File: src/rtl/ws2812_pkg.sv
// rtl/ws2812_pkg.sv - shared WS2812 state encoding and default line timing
package ws2812_pkg;

  typedef enum logic [1:0] {
    S_IDLE  = 2'd0,
    S_HIGH  = 2'd1,
    S_LOW   = 2'd2,
    S_LATCH = 2'd3
  } ws2812_state_e;

  // Defaults assume a 20 MHz clock: 200 ns / 400 ns highs, 750 ns bit, 30 us latch.
  localparam int WS2812_T0H     = 4;
  localparam int WS2812_T1H     = 8;
  localparam int WS2812_T_BIT   = 15;
  localparam int WS2812_T_RESET = 600;

  function automatic int ws2812_max(input int a, input int b);
    return (a > b) ? a : b;
  endfunction

endpackage

File: src/rtl/ws2812_transmitter.sv
// rtl/ws2812_transmitter.sv - frame serializer driving a WS2812 LED strip
module ws2812_transmitter
  import ws2812_pkg::*;
#(
  parameter int LEDS        = 32,
  parameter int T0H         = WS2812_T0H,
  parameter int T1H         = WS2812_T1H,
  parameter int T_BIT       = WS2812_T_BIT,
  parameter int T_RESET     = WS2812_T_RESET,
  parameter int FRAME_BYTES = LEDS * 3
) (
  input  logic       clk,
  input  logic       rst,
  input  logic       trigger,
  input  logic [7:0] data,
  output logic       data_request,
  output logic       dout,
  output logic       busy
);

  localparam int TW = $clog2(ws2812_max(T_BIT, T_RESET)) + 1;
  localparam int BW = $clog2(FRAME_BYTES) + 1;

  localparam logic [TW-1:0] T0H_C    = TW'(T0H);
  localparam logic [TW-1:0] T1H_C    = TW'(T1H);
  localparam logic [TW-1:0] T_BIT_C  = TW'(T_BIT);
  localparam logic [TW-1:0] T_RST_C  = TW'(T_RESET);
  localparam logic [TW-1:0] TMR_ONE  = TW'(1);
  localparam logic [BW-1:0] LAST_BYTE = BW'(FRAME_BYTES - 1);

  if (!(T0H > 0 && T0H < T1H && T1H < T_BIT && T_RESET >= 1 &&
        LEDS >= 1 && FRAME_BYTES >= 1)) begin : g_bad_params
    $error("ws2812_transmitter: illegal timing or size parameters");
  end

  ws2812_state_e state_q;
  logic [7:0]    shift_q;
  logic [2:0]    bit_q;
  logic [BW-1:0] byte_q;
  logic [TW-1:0] tmr_q;
  logic          dout_q;

  logic [TW-1:0] th;
  logic [TW-1:0] low_len;
  logic          high_last;
  logic          low_last;
  logic          more_bytes;
  logic          accept;
  logic          next_byte;

  // High time follows the bit currently in the MSB; the low time pads it to T_BIT.
  assign th         = shift_q[7] ? T1H_C : T0H_C;
  assign low_len    = T_BIT_C - th;
  assign high_last  = (tmr_q == th - TMR_ONE);
  assign low_last   = (tmr_q == low_len - TMR_ONE);
  assign more_bytes = (byte_q < LAST_BYTE);

  assign accept    = !rst && (state_q == S_IDLE) && trigger;
  assign next_byte = !rst && (state_q == S_LOW) && low_last &&
                     (bit_q == 3'd0) && more_bytes;

  assign data_request = accept || next_byte;
  assign dout         = dout_q;
  assign busy         = (state_q != S_IDLE);

  always_ff @(posedge clk) begin
    if (rst) begin
      state_q <= S_IDLE;
      shift_q <= '0;
      bit_q   <= '0;
      byte_q  <= '0;
      tmr_q   <= '0;
      dout_q  <= 1'b0;
    end else begin
      case (state_q)
        S_IDLE: begin
          if (trigger) begin
            shift_q <= data;
            bit_q   <= 3'd7;
            byte_q  <= '0;
            tmr_q   <= '0;
            dout_q  <= 1'b1;
            state_q <= S_HIGH;
          end
        end

        S_HIGH: begin
          if (high_last) begin
            tmr_q   <= '0;
            dout_q  <= 1'b0;
            state_q <= S_LOW;
          end else begin
            tmr_q <= tmr_q + TMR_ONE;
          end
        end

        S_LOW: begin
          if (!low_last) begin
            tmr_q <= tmr_q + TMR_ONE;
          end else if (bit_q != 3'd0) begin
            shift_q <= {shift_q[6:0], 1'b0};
            bit_q   <= bit_q - 3'd1;
            tmr_q   <= '0;
            dout_q  <= 1'b1;
            state_q <= S_HIGH;
          end else if (more_bytes) begin
            // Reload straight into HIGH so byte boundaries add no idle cycle.
            shift_q <= data;
            bit_q   <= 3'd7;
            byte_q  <= byte_q + BW'(1);
            tmr_q   <= '0;
            dout_q  <= 1'b1;
            state_q <= S_HIGH;
          end else begin
            tmr_q   <= '0;
            state_q <= S_LATCH;
          end
        end

        S_LATCH: begin
          if (tmr_q == T_RST_C - TMR_ONE) begin
            tmr_q   <= '0;
            state_q <= S_IDLE;
          end else begin
            tmr_q <= tmr_q + TMR_ONE;
          end
        end

        default: begin
          state_q <= S_IDLE;
          dout_q  <= 1'b0;
        end
      endcase
    end
  end

endmodule
File: config.mk
export PLATFORM = sky130hd
export DESIGN_NAME = ws2812_transmitter
export DESIGN_NICKNAME = d
export VERILOG_FILES = /design/src/rtl/ws2812_pkg.sv /design/src/rtl/ws2812_transmitter.sv
export SDC_FILE = /design/constraint.sdc
export NUM_CORES = 1
export LEC_CHECK = 0
export ABC_CLOCK_PERIOD_IN_PS = 5500
export CORE_MARGIN = 10
export CORE_UTILIZATION = 59
export CTS_BUF_LIST = sky130_fd_sc_hd__clkbuf_4 sky130_fd_sc_hd__clkbuf_8
export CTS_CLUSTER_SIZE = 16
export DETAILED_ROUTE_END_ITERATION = 12
export HOLD_SLACK_MARGIN = 0.03
export PLACE_DENSITY = 0.8
export SLEW_MARGIN = 20
export SYNTH_ARGS = -nofsm -noshare
export SYNTH_HDL_FRONTEND = slang
export SYNTH_SLANG_ARGS = --single-unit
export TNS_END_PERCENT = 50
File: constraint.sdc
create_clock -name clk -period 5.5 [get_ports clk]
set_input_delay 1.65 -clock clk [delete_from_list [all_inputs] [get_ports clk]]
set_output_delay 1.65 -clock clk [all_outputs]
set_load 0.01 [all_outputs]
==> summary by stage, run 1 <==
Status
The run finished with clean final reports.

Clock tree
The post-CTS repair timing setup buffer count is 0. The tree built by TritonCTS fans out to 33 sinks. The H-tree generated during clock tree synthesis spans 2 levels. The insertion delay of the later-clocked pin in the worst-skew pair is 0.33 ns. The number of gates resized after CTS was 0. Buffers inserted to repair hold after CTS numbered 0. The maximum buffer depth of the clock tree is 2. The clock-pin slew on the worst setup and hold paths is 0.10 ns.

The CTS tree is built. The root buffer cell chosen for the clock tree is clkbuf_4. In this run, CTS created clock tree buffers numbering 5.

Floorplan
The floorplan die height is 75.82 um. The floorplan step set the die width to approximately 76 um. Once the floorplan was initialized, standard cells occupied 60.70% of the core. The die covers 0.005748 mm2.

For this design the top-level I/O count stands at 14. The area of the core is 0.003028 mm2. The total number of placement rows is 20.

STA
The final number of setup-violating endpoints is 0. The number of hold-slack violations in the final timing report is 0. For the pin with the worst max-slew slack, the measured transition is 0.9696 ns. The minimum period implied by the final worst setup slack is 4.897 ns.

The maximum achievable frequency is between 0.2 and 0.25 GHz. The number of pins exceeding their max-slew limit in the final report is 0. The worst relative slew slack is 34.86%. In the finished design, the share of the clock period the worst path needs comes to roughly 90%. The setup total negative slack is 0 ns. The worst clock skew is 0.006936 ns. Setup repair after global routing left no endpoint under its margin.

Power and ir drop
The clock share of power is 30.4%. The internal power contribution is 0.3666 mW. The static leakage power is 0.7562 nW.

The analysis attributes to net switching a power of 0.1447 mW. In this run, flip-flops and latches consume 51.3% of the power. Per report_power, the combinational group accounts for 18.3% of the total.

The worst-case vdd ir drop is 160.3 uV. The switching share of power is 28.30%. The power per standard cell area is roughly 250 mW/mm2.

Setup path
The critical path data arrival time is 3.25 ns. STA classifies the critical path endpoint as an output pin. The slowest stage cell on the critical path is clkdlybuf4s50_1. The signal on the critical path passes through clkdlybuf4s50_1, inv_1, nor2_1, a31oi_1, nor2_1, clkdlybuf4s50_1. The worst register-to-register path begins at tmr_q[5]. The capturing point of the worst reg2reg path is shift_q[6]. The longest individual stage delay on the worst path is 0.50 ns. The depth of the worst register-to-register path is 5. The largest fanout on the critical path is 6.

Across all register-to-register paths, the minimum setup slack is 3.16 ns. The element type at the critical path start is an input port. STA puts the critical path data required time at 3.85 ns. The type of the worst setup path is in2out.

Synthesis
The share of synthesized area in the top cell type comes to 35.94%. In the synthesized netlist the async set-or-reset flop fraction comes to 0%. The fraction of the yosys area taken by sequential cells is approximately 36%. The count of cell types in the netlist is 56. The Yosys step of the flow raised 0 warnings. Of all cell types, the one taking the most synthesized area is dfxtp_1. The synthesized area per cell is 8.317 um2. Synthesis produced a netlist with a net count of ~240.

In this run, synthesis produced a sequential element count of 33. The summed instance area of the synthesized netlist is 0.001838 mm2. The number of enable-type register cells in the synthesized netlist is 0.

For this run, the leading register cell type out of synthesis is dfxtp_1. Synthesis handed over a netlist of 221 instances. Sorting the synthesized cells by area gives the leading types as dfxtp_1, nand2_1, a21oi_1.

Global routing
The met3 track utilization from global routing is about 3.0%. The via count of the first global-routing pass is 1,506. The initial antenna violation count was 0. Global routing used 25.09% of the available met2 tracks. The largest net degree at the start of global routing is 36. The overall overflow remaining after global route is 0. For met1 alone, demand over resource in global routing was between 15 and 20%. Global routing used 14.45% of the available tracks. The first global-routing pass estimated 6548 um of wire. The most used routing layer in global routing is met2.

Min path
The worst hold path stage count is 2. The worst hold endpoint is byte_q[6]. The min-delay analysis places its worst path in the category reg2reg. The critical hold path startpoint is byte_q[6].

Cells and area
The final instance area is 0.002036 mm2. Leaving out fill and tap cells, the most frequent cells in the layout are dfxtp_1, nand2_1, nor2_1. The finished layout holds 275 standard cells, fillers aside.

The final antenna diode count is 0. The layout-stage area growth over the synthesis result is 10.76%. The commonest non-fill, non-tap cell in the layout is dfxtp_1. In the final layout, the share of cells above drive strength 1 is under 10%. The net count of the finished layout is 246.

Detailed routing
For this block, the initial DRC count from the detailed router was 130. The detailed-router iteration count before antenna repair is 4. The detail route stage leaves a number of antenna-violating nets equal to 0. For this block, the routed nets add up to 3967 um of wire. Using the TritonRoute via totals, the vias-per-cell ratio works out to approximately 6.1.

In the final routed layout, each cell accounts on average for 14.43 um. Summing over every cut layer, the via total after detailed routing is approximately 1,700. The DRC violations left is 0.

Place
The half-perimeter wire length after placement is 2903 um. The congestion estimate from routability-driven global placement came to 0.8509. The number of placed instances, taps included, is 267. During placement, the flow inserted port buffers numbering 13.

Once placement finished, the instance area stood at 0.001966 mm2.

Run
The tool flagged a number of max-cap violations equal to 0.
## cells in the mapped netlist, types with 2 or more instances
library cell   n
dfxtp_1       33
nand2_1       31
nor2_1        19
a21oi_1       18
a311oi_1       8
clkbuf_1       8
inv_1          7
and3_1         6
nand3b_1       6
ha_1           5
nand3_1        5
o21ai_0        5
a211oi_1       4
nand4_1        4
o211ai_1       4
a31oi_1        3
nand2b_1       3
or4_1          3
a21o_1         2
and4b_1        2
buf_6          2
mux2i_1        2
nor3_1         2
o21ai_1        2
o22ai_1        2
or2_1          2
or2_2          2
xnor2_1        2
xor2_1         2
## state kept, by name, summed over array words and instances, names as in the netlist
name and flops:
bit_q 3, byte_q 8, dout 1, shift_q 8, state_q 2, tmr_q 11
## metal layers
layer | vias up | share of wire, %
li1 | 830 | -
met1 | 782 | 45
met2 | 46 | 48
met3 | 7 | 5.2
met4 | 0 | 1.5
met5 | - | 0
## how the worst max path moves through the flow
stage,from,endpoint,slack (ns)
after floorplan,rst,data_request,1.29
after global placement,trigger,data_request,0.67
after detailed placement,trigger,data_request,0.60
after CTS,trigger,data_request,0.60
after global routing,trigger,data_request,0.38
final,trigger,data_request,0.60
## critical path: cells and delay by family
kind                   cells  cell delay, ns
buffers and inverters      3            1.06
AOI/OAI and AO/OA          1            0.37
and+or+nand+nor            2            0.16
## final cells by class
class / count / area, um2
Fill cell: 262 / 992.2
Tap cell: 44 / 55.05
Timing Repair Buffer: 14 / 137.6
Inverter: 8 / 30.03
Clock buffer: 7 / 65.06
Sequential cell: 33 / 660.6
Clock inverter: 1 / 5.005
Multi-Input combinational cell: 168 / 1082
## cell families after synthesis
logic type / count (synthesis) / synth area share (%)
AO/OA/AOI/OAI: 58 / 22.33
XOR/XNOR: 4 / 1.906
adder cells (fa/ha/maj): 5 / 3.404
buffers and inverters: 20 / 5.174
flip-flops: 33 / 35.94
multiplexers: 2 / 1.089
AND/OR/NAND/NOR: 99 / 30.16
## power groups by stage
stage               combinational, mW  clock, mW  sequential, mW
CTS                            0.0934      0.159           0.262
finish                         0.0937      0.155           0.262
global placement               0.0899          0           0.267
detailed placement             0.0932          0           0.268
global route                    0.105      0.169           0.264
floorplan                      0.0671          0           0.266
## metrics by stage
| step | setup WS (ns) | total power [mW] | util, % | hold WS (ns) |
|---|---|---|---|---|
| after global placement | 0.6723 | 0.3570 | 64.92 | 0.4513 |
| after global routing | 0.3798 | 0.5383 | 67.23 | 0.4877 |
| after detailed placement | 0.6031 | 0.3608 | 64.92 | 0.4468 |
| final | 0.6034 | 0.5114 | 67.23 | 0.4655 |
| after floorplan | 1.292 | 0.3326 | - | 0.4323 |
| after CTS | 0.5972 | 0.5147 | 67.23 | 0.4661 |
No activity file was read; power rests on OpenSTA's default activity.
==> run 2, diff against run 1 <==
--- a/config.mk
+++ b/config.mk
@@ -11,6 +11,7 @@
 export CTS_BUF_LIST = sky130_fd_sc_hd__clkbuf_4 sky130_fd_sc_hd__clkbuf_8
 export CTS_CLUSTER_SIZE = 16
 export DETAILED_ROUTE_END_ITERATION = 12
+export GPL_TIMING_DRIVEN = 1
 export HOLD_SLACK_MARGIN = 0.03
 export PLACE_DENSITY = 0.8
 export SLEW_MARGIN = 20
==> results of run 2 <==
The final DEF is identical to that of run 1; final timing and power are the same.
==> run 3, diff against run 2 <==
--- a/config.mk
+++ b/config.mk
@@ -6,11 +6,12 @@
 export NUM_CORES = 1
 export LEC_CHECK = 0
 export ABC_CLOCK_PERIOD_IN_PS = 5500
-export CORE_MARGIN = 10
+export CORE_MARGIN = 8
 export CORE_UTILIZATION = 59
 export CTS_BUF_LIST = sky130_fd_sc_hd__clkbuf_4 sky130_fd_sc_hd__clkbuf_8
 export CTS_CLUSTER_SIZE = 16
 export DETAILED_ROUTE_END_ITERATION = 12
+export GPL_ROUTABILITY_DRIVEN = 0
 export GPL_TIMING_DRIVEN = 1
 export HOLD_SLACK_MARGIN = 0.03
 export PLACE_DENSITY = 0.8
==> constraint.sdc (replaced) <==
create_clock -name clk -period 5.5 [get_ports clk]
set_input_delay 1.65 -clock clk [delete_from_list [all_inputs] [get_ports clk]]
set_output_delay 1.65 -clock clk [all_outputs]
set_load 0.05 [all_outputs]
==> summary by stage, run 3 (synthesized netlist as in run 1, its figures left out) <==
Status
Result of the run: completed (unchanged).

Detailed routing
The length of routed met2 wiring is 1991 um (was 1909 um). The average wire per standard cell came to 15.52 um (was 14.43 um). The top layer reached by signal wires is met4 (unchanged). The number of nets still failing antenna checks after routing came to 0 (unchanged).

The DRC violations left is 0 (unchanged). The vias after detailed routing was 1,654 (was 1,665). The aggregate routed wire length is 4096 um (was 3967 um).

The detailed-router iteration count before antenna repair is 4 (unchanged). The vias per cell is 6.265 (was 6.055). The met3 routed wirelength is 216 um (was 205 um). The routed metal-1 wirelength was 1856 um (was 1791 um). The detailed router's first-iteration violation count is 147 (was 130).

Cells and area
The number of flip-flops in the largest register came to 11 (unchanged). The ratio of cells with drive above 1 in the final layout came to 9.957% (was 9.524%). The final instance count without filler cells is 264 (was 275).

The final antenna diode count is 0 (unchanged). The layout-stage area growth over the synthesis result is 9.871% (was 10.76%). Biggest regs: tmr_q x11, byte_q x8, shift_q x8 (unchanged). Commonest cells after routing, fill and taps aside: dfxtp_1, nand2_1, nor2_1 (unchanged).

The net total in the final layout came to 246 (unchanged). The total of fill cells in the finished design is 249 (was 262). The register containing the most flip-flops in the final layout is tmr_q (unchanged).

The final core area utilization is 67.25% (was 67.23%). The commonest non-fill, non-tap cell in the layout is dfxtp_1 (unchanged). The final instance area came to 0.002019 mm2 (was 0.002036 mm2).

Setup path
The critical path data arrival time is 2.97 ns (was 3.25 ns). The data required time at the worst endpoint is 3.85 ns (about the same). The depth of the worst register-to-register path came to 5 (unchanged). The type of the worst setup path was in2out (unchanged). The capturing point of the worst reg2reg path is shift_q[4] (was shift_q[6]).

The type of destination of the critical path is an output pin (unchanged). The capturing instance or port of the critical path is data_request (unchanged). The element type at the critical path start was an input port (unchanged).

The largest fanout on the critical path is 6 (unchanged). The launch instance of the worst register-to-register path is tmr_q[5] (unchanged). The reg2reg setup slack is 3.14 ns (was 3.16 ns).

The beginning of the critical path is trigger (unchanged).

Clock tree
The cell chosen for the clock root is clkbuf_4 (unchanged). The clock-pin slew on the worst setup and hold paths was 0.09 ns (was 0.10 ns). The CTS tree was built (unchanged). The total clock buffers created by CTS was 5 (unchanged).

The count of hold buffers inserted by post-cts repair came to 0 (unchanged). The number of clock sinks seen by CTS is 33 (unchanged). The maximum level of the CTS H-tree came to 2 (unchanged). The number of gates resized after CTS is 0 (unchanged). The post-CTS repair timing setup buffer count was 0 (unchanged).

The insertion delay of the later-clocked pin in the worst-skew pair came to 0.33 ns (about the same). The maximum buffer depth of the clock tree is 2 (unchanged).

STA
The transition time of the tightest slew-check pin is 0.8471 ns (was 0.9696 ns). The number of pins exceeding their max-slew limit in the final report was 0 (unchanged). The minimum period implied by the final worst setup slack is 4.616 ns (was 4.897 ns). The worst clock skew is 0.006536 ns (was 0.006936 ns).

The maximum achievable frequency is 0.2166 GHz (was 0.2042 GHz). The number of hold-slack violations in the final timing report is 0 (unchanged). The setup total negative slack came to 0 ns (unchanged). The worst relative slew slack is 43.09% (was 34.86%).

The final number of setup-violating endpoints was 0 (unchanged). The final hold slack is 0.4849 ns (was 0.4655 ns). The final cycle utilization of the critical path is 83.93% (was 89.03%). Setup repair after global routing missed its margin: false (unchanged).

Floorplan
The initial core utilization was 61.21% (was 60.70%). The total number of placement rows came to 20 (unchanged). The floorplan die height is 71.82 um (was 75.82 um).

The number of ports placed on the die boundary is 14 (unchanged). The die outline area is 0.005157 mm2 (was 0.005748 mm2). The area of the core is 0.003003 mm2 (was 0.003028 mm2). The width of the die is 71.82 um (was 75.82 um).

Min path
The class of the tightest hold or removal check is reg2reg (unchanged).

Place
The post-placement cell area is 0.001949 mm2 (was 0.001966 mm2). The half-perimeter wire length after placement came to 3026 um (was 2903 um). The cell count after placement is 256 (was 267). The number of I/O port buffers is 13 (unchanged).

Global routing
The overall overflow remaining after global route was 0 (unchanged). The overall fraction of global-route tracks in use is 17.00% (was 14.45%). The largest net degree at the start of global routing is 36 (unchanged). The first-pass GRT wire length is 7196 um (was 6548 um). The initial antenna violation count came to 0 (unchanged). The via count of the first global-routing pass is 1,686 (was 1,506).

Power and ir drop
The static leakage power is 0.7579 nW (was 0.7562 nW). The power per standard cell area is 256.4 mW/mm2 (was 251.2 mW/mm2). The worst-case vdd ir drop is 185.6 uV (was 160.3 uV).

Run
The total of max-cap violations is 0 (unchanged).
==> run 3: critical path, stage by stage <==
cell	delay, ns
clkdlybuf4s50_1	0.46
inv_1	0.12
nor2_1	0.06
a31oi_1	0.39
nor2_1	0.08
buf_4	0.20
==> run 3: final cells by class <==
class                           instances  area (um2)  area share, %
Inverter                                8       30.03          1.487
Sequential cell                        33       660.6          32.71
Clock inverter                          1       5.005         0.2478
Clock buffer                            7       65.06          3.222
Timing Repair Buffer                   14       135.1          6.691
Multi-Input combinational cell        168        1082          53.59
Tap cell                               33       41.29          2.045
==> run 3: metal layers <==
layer	vias to the layer above	track usage, %
li1	826	-
met1	779	20.11
met2	45	28.24
met3	4	4.324
met4	0	7.256
met5	-	0
==> run 3: report_power, final <==
| part | switching, mW | leakage (nW) | total [mW] | internal (mW) |
|---|---|---|---|---|
| sequential | 0.00999 | 0.269 | 0.262 | 0.252 |
| combinational | 0.0611 | 0.447 | 0.101 | 0.0401 |
| clock | 0.0800 | 0.0413 | 0.154 | 0.0740 |
==> run 3: through the flow <==
step / total power, mW / worst slack [ns]
6_report: 0.5177 / 0.8837
5_1_grt: 0.5467 / 0.7337
4_1_cts: 0.5216 / 0.8734
3_5_place_dp: 0.3688 / 0.8804
3_3_place_gp: 0.3645 / 0.9661
2_1_floorplan: 0.3407 / 0.9686
==> run 3: how the worst min path moves through the flow <==
stage	slack (ns)	cells after the start	endpoint	from
4_1_cts	0.49	2	byte_q[6]	byte_q[6]
3_3_place_gp	0.45	2	byte_q[6]	byte_q[6]
6_report	0.48	2	byte_q[6]	byte_q[6]
5_1_grt	0.50	2	byte_q[6]	byte_q[6]
3_5_place_dp	0.47	2	byte_q[6]	byte_q[6]
2_1_floorplan	0.43	2	byte_q[6]	byte_q[6]
